### src/rtl/syscall_pkg.sv
`default_nettype none
// =============================================================================
// Package : syscall_pkg
// Brief   : Syscall codes, bridge FSM states and ASCII helpers for the bridge.
// Rev     : 1.0
// =============================================================================
package syscall_pkg;

    localparam logic [7:0] SYS_EXIT = 8'h01;
    localparam logic [7:0] SYS_PUTC = 8'h03;
    localparam logic [7:0] SYS_PUTF = 8'h04;

    localparam logic [7:0]  C_ASCII_SPACE = 8'h20;
    localparam logic [7:0]  C_ASCII_LF    = 8'h0A;
    localparam int unsigned C_PUTF_LEN    = 10;

    typedef enum logic [0:0] {
        IDLE = 1'b0,
        EMIT = 1'b1
    } bridge_state_t;

    // Uppercase hex digit: '0'..'9' then 'A'..'F' (0x41 + n - 10 == 0x37 + n).
    function automatic logic [7:0] hex_ascii(input logic [3:0] nib);
        if (nib < 4'd10) begin
            return 8'h30 + {4'h0, nib};
        end
        return 8'h37 + {4'h0, nib};
    endfunction

endpackage
`default_nettype wire

### src/rtl/uart_tx.sv
`default_nettype none
// =============================================================================
// Module : uart_tx
// Brief  : 8N1 UART transmitter, LSB first, idle high, back-to-back frames.
// Rev    : 1.0
// =============================================================================
module uart_tx #(
    parameter int unsigned DIVISOR = 868
) (
    input  logic       clock,
    input  logic       reset_n,
    input  logic [7:0] data,
    input  logic       valid,
    output logic       ready,
    output logic       txd
);
    localparam int unsigned         C_CNT_W   = (DIVISOR > 1) ? $clog2(DIVISOR) : 1;
    localparam logic [C_CNT_W-1:0] C_CNT_MAX = C_CNT_W'(DIVISOR - 1);

    logic               r_busy;
    logic               r_txd;
    logic [C_CNT_W-1:0] r_cnt;
    logic [3:0]         r_bits_left;
    logic [8:0]         r_shift;
    logic               w_bit_end;
    logic               w_frame_end;

    assign w_bit_end   = (r_cnt == '0);
    // Ready during the last stop-bit cycle so the next start bit follows directly.
    assign w_frame_end = r_busy & w_bit_end & (r_bits_left == 4'd0);
    assign ready       = ~r_busy | w_frame_end;
    assign txd         = r_txd;

    always_ff @(posedge clock or negedge reset_n) begin
        if (!reset_n) begin
            r_busy      <= 1'b0;
            r_txd       <= 1'b1;
            r_cnt       <= '0;
            r_bits_left <= 4'd0;
            r_shift     <= '1;
        end else if (valid && ready) begin
            r_busy      <= 1'b1;
            r_txd       <= 1'b0;
            r_shift     <= {1'b1, data};
            r_bits_left <= 4'd9;
            r_cnt       <= C_CNT_MAX;
        end else if (r_busy) begin
            if (w_bit_end) begin
                if (r_bits_left == 4'd0) begin
                    r_busy <= 1'b0;
                end else begin
                    r_txd       <= r_shift[0];
                    r_shift     <= {1'b1, r_shift[8:1]};
                    r_bits_left <= r_bits_left - 4'd1;
                    r_cnt       <= C_CNT_MAX;
                end
            end else begin
                r_cnt <= r_cnt - 1'b1;
            end
        end
    end

endmodule
`default_nettype wire

### src/rtl/syscall_uart_bridge.sv
`default_nettype none
// =============================================================================
// Module : syscall_uart_bridge
// Brief  : Turns tohost exit/putc/putf syscalls into ASCII bytes on a UART TX.
// Rev    : 1.0
// =============================================================================
module syscall_uart_bridge
    import syscall_pkg::*;
#(
    parameter int unsigned CLOCK_FREQ = 100_000_000,
    parameter int unsigned BAUD_RATE  = 115200,
    parameter int unsigned FIFO_DEPTH = 16
) (
    input  logic        clock,
    input  logic        reset_n,
    input  logic [7:0]  tohost,
    input  logic [31:0] syscall1,
    output logic        sys_ready,
    output logic        uart_txd,
    output logic        tx_busy,
    output logic        exited,
    output logic [7:0]  exit_code,
    output logic [7:0]  drop_count
);
    localparam int unsigned         C_DIVISOR = CLOCK_FREQ / BAUD_RATE;
    localparam int unsigned         C_PTR_W   = $clog2(FIFO_DEPTH);
    localparam int unsigned         C_CNT_W   = C_PTR_W + 1;
    localparam logic [C_CNT_W-1:0] C_DEPTH   = C_CNT_W'(FIFO_DEPTH);
    localparam logic [C_CNT_W-1:0] C_RESERVE = C_CNT_W'(C_PUTF_LEN);

    bridge_state_t      r_state;
    bridge_state_t      w_state_next;
    logic [7:0]         r_code;
    logic [31:0]        r_arg;
    logic [3:0]         r_idx;
    logic               r_live;
    logic               r_exited;
    logic [7:0]         r_exit_code;
    logic [7:0]         r_drop_count;
    logic [7:0]         r_mem [FIFO_DEPTH];
    logic [C_PTR_W-1:0] r_wr_ptr;
    logic [C_PTR_W-1:0] r_rd_ptr;
    logic [C_CNT_W-1:0] r_count;

    logic       w_full;
    logic       w_empty;
    logic       w_known;
    logic       w_accept;
    logic       w_drop;
    logic       w_push;
    logic       w_pop;
    logic       w_last;
    logic       w_tx_ready;
    logic [2:0] w_digit;
    logic [3:0] w_nibble;
    logic [7:0] w_byte;

    assign w_full    = (r_count == C_DEPTH);
    assign w_empty   = (r_count == '0);
    assign w_known   = (tohost == SYS_EXIT) | (tohost == SYS_PUTC) | (tohost == SYS_PUTF);
    // r_live holds sys_ready low while reset is applied and for the first cycle after.
    assign sys_ready = r_live & (r_state == IDLE) & ~r_exited & ((C_DEPTH - r_count) >= C_RESERVE);
    assign w_accept  = w_known & sys_ready;
    assign w_drop    = w_known & ~sys_ready & ~r_exited;
    assign w_pop     = ~w_empty & w_tx_ready;
    assign w_last    = (r_code == SYS_PUTF) ? (r_idx == 4'd9) : 1'b1;

    // putf digit k (idx 1..8) is nibble 8-idx, i.e. -idx mod 8.
    assign w_digit  = 3'd0 - r_idx[2:0];
    assign w_nibble = r_arg[{w_digit, 2'b00} +: 4];

    always_comb begin
        w_byte = C_ASCII_LF;
        case (r_code)
            SYS_PUTC: w_byte = r_arg[7:0];
            SYS_PUTF: w_byte = ((r_idx == 4'd0) || (r_idx == 4'd9)) ? C_ASCII_SPACE : hex_ascii(w_nibble);
            default:  w_byte = C_ASCII_LF;
        endcase
    end

    always_comb begin
        w_state_next = r_state;
        w_push       = 1'b0;
        case (r_state)
            IDLE: begin
                if (w_accept) w_state_next = EMIT;
            end
            EMIT: begin
                if (!w_full) begin
                    w_push = 1'b1;
                    if (w_last) w_state_next = IDLE;
                end
            end
            default: w_state_next = IDLE;
        endcase
    end

    always_ff @(posedge clock or negedge reset_n) begin
        if (!reset_n) begin
            r_state <= IDLE;
            r_live  <= 1'b0;
        end else begin
            r_state <= w_state_next;
            r_live  <= 1'b1;
        end
    end

    always_ff @(posedge clock or negedge reset_n) begin
        if (!reset_n) begin
            r_code <= 8'h00;
            r_arg  <= 32'h0;
            r_idx  <= 4'd0;
        end else if (w_accept) begin
            r_code <= tohost;
            r_arg  <= syscall1;
            r_idx  <= 4'd0;
        end else if (w_push) begin
            r_idx <= r_idx + 4'd1;
        end
    end

    always_ff @(posedge clock or negedge reset_n) begin
        if (!reset_n) begin
            r_exited     <= 1'b0;
            r_exit_code  <= 8'h00;
            r_drop_count <= 8'h00;
        end else begin
            if (w_accept && (tohost == SYS_EXIT)) begin
                r_exited    <= 1'b1;
                r_exit_code <= syscall1[7:0];
            end
            if (w_drop && (r_drop_count != 8'hFF)) begin
                r_drop_count <= r_drop_count + 8'd1;
            end
        end
    end

    always_ff @(posedge clock) begin
        if (w_push) r_mem[r_wr_ptr] <= w_byte;
    end

    always_ff @(posedge clock or negedge reset_n) begin
        if (!reset_n) begin
            r_wr_ptr <= '0;
            r_rd_ptr <= '0;
            r_count  <= '0;
        end else begin
            if (w_push) r_wr_ptr <= r_wr_ptr + 1'b1;
            if (w_pop)  r_rd_ptr <= r_rd_ptr + 1'b1;
            case ({w_push, w_pop})
                2'b10:   r_count <= r_count + 1'b1;
                2'b01:   r_count <= r_count - 1'b1;
                default: r_count <= r_count;
            endcase
        end
    end

    uart_tx #(
        .DIVISOR (C_DIVISOR)
    ) u_uart_tx (
        .clock   (clock),
        .reset_n (reset_n),
        .data    (r_mem[r_rd_ptr]),
        .valid   (~w_empty),
        .ready   (w_tx_ready),
        .txd     (uart_txd)
    );

    assign tx_busy    = ~w_empty | ~w_tx_ready;
    assign exited     = r_exited;
    assign exit_code  = r_exit_code;
    assign drop_count = r_drop_count;

endmodule
`default_nettype wire

### config.mk
export PLATFORM = sky130hd
export DESIGN_NAME = syscall_uart_bridge
export DESIGN_NICKNAME = d
export VERILOG_FILES = /design/src/rtl/syscall_pkg.sv /design/src/rtl/uart_tx.sv /design/src/rtl/syscall_uart_bridge.sv
export SDC_FILE = /design/constraint.sdc
export NUM_CORES = 1
export LEC_CHECK = 0
export BUFFER_PORTS_ARGS = -buffer_cell sky130_fd_sc_hd__buf_2
export CORE_ASPECT_RATIO = 1.1
export CORE_MARGIN = 4
export CORE_UTILIZATION = 61
export CTS_CLUSTER_SIZE = 25
export DETAILED_ROUTE_END_ITERATION = 7
export HOLD_SLACK_MARGIN = 0.03
export PLACE_DENSITY = 0.8
export SLEW_MARGIN = 20
export SYNTH_ARGS = -nofsm -noshare
export SYNTH_HDL_FRONTEND = slang
export SYNTH_SLANG_ARGS = --single-unit
### constraint.sdc
create_clock -name clock -period 6.8 [get_ports clock]
set_clock_uncertainty 0.2 [all_clocks]
set_input_delay 1.36 -clock clock [delete_from_list [all_inputs] [get_ports clock]]
set_output_delay 1.36 -clock clock [all_outputs]
set_load 0.01 [all_outputs]
==> impl_metrics.tcl <==
set metrics [dict create \
    wirelength_um 20900 \
    cp_slowest_stage_delay_ns 0.81 \
    rows 49 \
    clkSinkCount 228 \
    synth_top_family_by_area "multiplexers" \
    port_buffers 61 \
    path_class "reg -> out" \
    start_util_pct 62.4 \
    finalSetupViolCount 0 \
    synth_simple_gate_area_share_pct 7.67 \
    drtPass1Iterations 5 \
    synth_fa_ha_area_share_pct 2.44 \
    n_antenna_cell 0 \
    postCtsSetupRepairBufs 0 \
    setup_tns_ns 0 \
    wl_met1_um 8230 \
    ctsHoldBuffers 0 \
    drt-initial-drc-count 482 \
    power_uw 3010 \
    synth_cells 677 \
    grt_setup_unrepaired "false" \
    grt_overflow 0 \
    drive_above_1_share_pct 29.9 \
    synthesis.nets 739 \
    startpoint "u_uart_tx.r_cnt[2]" \
    clock.fmax_mhz 205 \
    synth-seq-area-share_pct 62.0 \
    worstPathArrival_ns 3.31 \
    r2r_slack_ns 2.23 \
    synthMuxAreaShare_pct 18.2 \
    drv_slew 0 \
    vdd_drop_max_mv 0.210 \
    worstReg2RegEnd "r_count[4]" \
    r2r_start "u_uart_tx.r_cnt[2]" \
    ys_ff_latch 228 \
    cp_data_required_time_ns 5.24 \
    path_max_fanout 13 \
    io_pins 62 \
    status "complete, no violations" \
    clk_pin_slew_ns 0.06 \
    routed.top_layer "met4" \
    grt_usage_pct 22.6 \
    tritoncts "built" \
    cts.repair.resized 0 \
    maxCapViolCount 0 \
    wl_met3_um 1240 \
    synth_edf_count 128 \
    synthXorXnorAreaFrac_pct 2.22 \
    fin_nets 803 \
    syn-cell-area_um2 10200 \
    antenna_found_initial 0 \
    endpoint_kind "primary output" \
    cpMaxStageDelayCell "a21oi_1" \
    final_cell_mix "edfxtp_1 (128), dfrtp_1 (90), buf_2 (60), mux2_2 (49), mux4_2 (39)" \
    reg2regPathDepth 11 \
    min_period_ns 4.87 \
    dpl.cell_count 919 \
    h-tree-depth 1 \
    hold_viol 0 \
    synthDistinctLibCells 63 \
    clk_latency_ns 0.50 \
    drc 0 \
    vias 6067 \
    wl_per_cell_um 21.7 \
    cp-endpoint "tx_busy" \
    final_antenna_net_count 0 \
    tightest_slew_ns 1.08 \
    synth_warnings 0 \
    fin_cells 961 \
    synthArstFlopShare_pct 43.9 \
    dp.final_hpwl_um 13800 \
    synth_compound_area_share_pct 5.21 \
    area_growth_pct 12.5 \
    worstPathCellList "nor3_1, nand4_1, a21oi_1, inv_1, buf_2" \
    root_buffer "clkbuf_16" \
    die_h_um 144 \
    ys.flop_type "edfxtp_1" \
    power.density_nw_per_um2 261 \
    clock_path_buffers 3 \
    die_w_um 132 \
    cts_inserted_buffers 22 \
    place_congestion 0.867 \
    design.core.area_um2 16400 \
    vias_per_cell 6.31 \
    finalCritPeriodShare_pct 71.6 \
    grt_max_degree 73 \
    grt_pass1_vias 6285 \
    layout_commonest_cell "edfxtp_1" \
    slew_headroom_pct 27.6 \
    grt_pass1_wl_um 33700 \
    wl_met2_um 10800 \
    fin_util_pct 70.1 \
    p_leak_uw 0.00480 \
    die_area_um2 18900 \
    place_area_um2 10700 \
    startpoint_type "flop" \
    syn_avg_cell_area_um2 15.1 \
    stdcell_area_um2 11500 \
    hp-class "reg -> reg" \
]
area by class of cell:
class,count,area (um^2)
clock buffer,31,678
clock inverter,9,98.8
fill,1046,4900
inverter,25,93.8
multi-input combinational,395,3670
sequential,228,6360
tap,204,255
timing repair buffer,69,368
metal layers:
metal  track usage [%]  up-vias
li1                  -     2708
met1              29.0     3067
met3              3.19       46
met4              8.35        0
met2              39.9      246
met5                 0        -
worst min path at each step:
stage / startpoint / endpoint / depth (start not counted)
6_report: r_code[5] / r_code[5] / 1
5_1_grt: drop_count[5] / drop_count[5] / 1
4_1_cts: r_code[5] / r_code[5] / 1
3_5_place_dp: r_code[7] / r_code[7] / 1
3_3_place_gp: r_code[4] / r_code[4] / 1
2_1_floorplan: r_code[5] / r_code[5] / 1
critical path: cells and delay by family (launching register included):
family / cells / cell delay (ns)
DFF: 1 / 0.42
AOI/OAI and AO/OA: 1 / 0.81
and+or+nand+nor: 2 / 1.08
buffers and inverters: 2 / 0.50
state kept, by name (all words and copies together), names as in the netlist:
name	flops
u_uart_tx.r_bits_left	4
exit_code	8
u_uart_tx.txd	1
r_wr_ptr	4
drop_count	8
u_uart_tx.r_busy	1
r_mem	128
u_uart_tx.r_shift	8
r_count	5
r_rd_ptr	4
r_live	1
r_state	1
exited	1
r_code	8
r_arg	32
r_idx	4
u_uart_tx.r_cnt	10
cell usage after synthesis, drive strengths merged, types with 7 or more instances:
| library cell | count | share of area [%] |
|---|---|---|
| mux2 | 57 | 6.6 |
| a21oi | 10 | 0.49 |
| o211ai | 12 | 0.93 |
| edfxtp | 128 | 38 |
| mux2i | 31 | 3.0 |
| ha | 20 | 2.4 |
| dfstp | 9 | 2.3 |
| nand4 | 7 | 0.43 |
| clkbuf | 13 | 0.48 |
| xnor2 | 17 | 1.5 |
| xor2 | 9 | 0.77 |
| nor3b | 7 | 0.51 |
| nor2 | 20 | 0.73 |
| nand2 | 34 | 1.2 |
| dfrtp | 91 | 22 |
| o21ai | 24 | 1.2 |
| and2 | 24 | 1.5 |
| buf | 16 | 0.84 |
| nor3 | 8 | 0.39 |
| mux4 | 39 | 8.6 |
| inv | 24 | 0.88 |
| nand3 | 10 | 0.49 |
power by group:
group	total (uW)	internal, uW	switching (uW)
clock network	1270	773	495
logic	215	99.7	116
registers	1520	1490	35.6
total	3010	2360	647
through the flow:
| step | hold WS, ns | setup slack, ns |
|---|---|---|
| floorplan | 0.254 | 3.13 |
| global placement | 0.270 | 2.47 |
| detailed placement | 0.273 | 2.33 |
| CTS | 0.308 | 2.00 |
| global route | 0.329 | 1.66 |
| finish | 0.295 | 1.93 |
cells by family after synthesis:
group / count (synthesis)
XOR/XNOR: 26
AO/OA/AOI/OAI: 77
flip-flops: 228
AND/OR/NAND/NOR: 144
adder cells (fa/ha/maj): 20
other: 1
buffers and inverters: 54
multiplexers: 127
(Power assumes the default switching activity.)
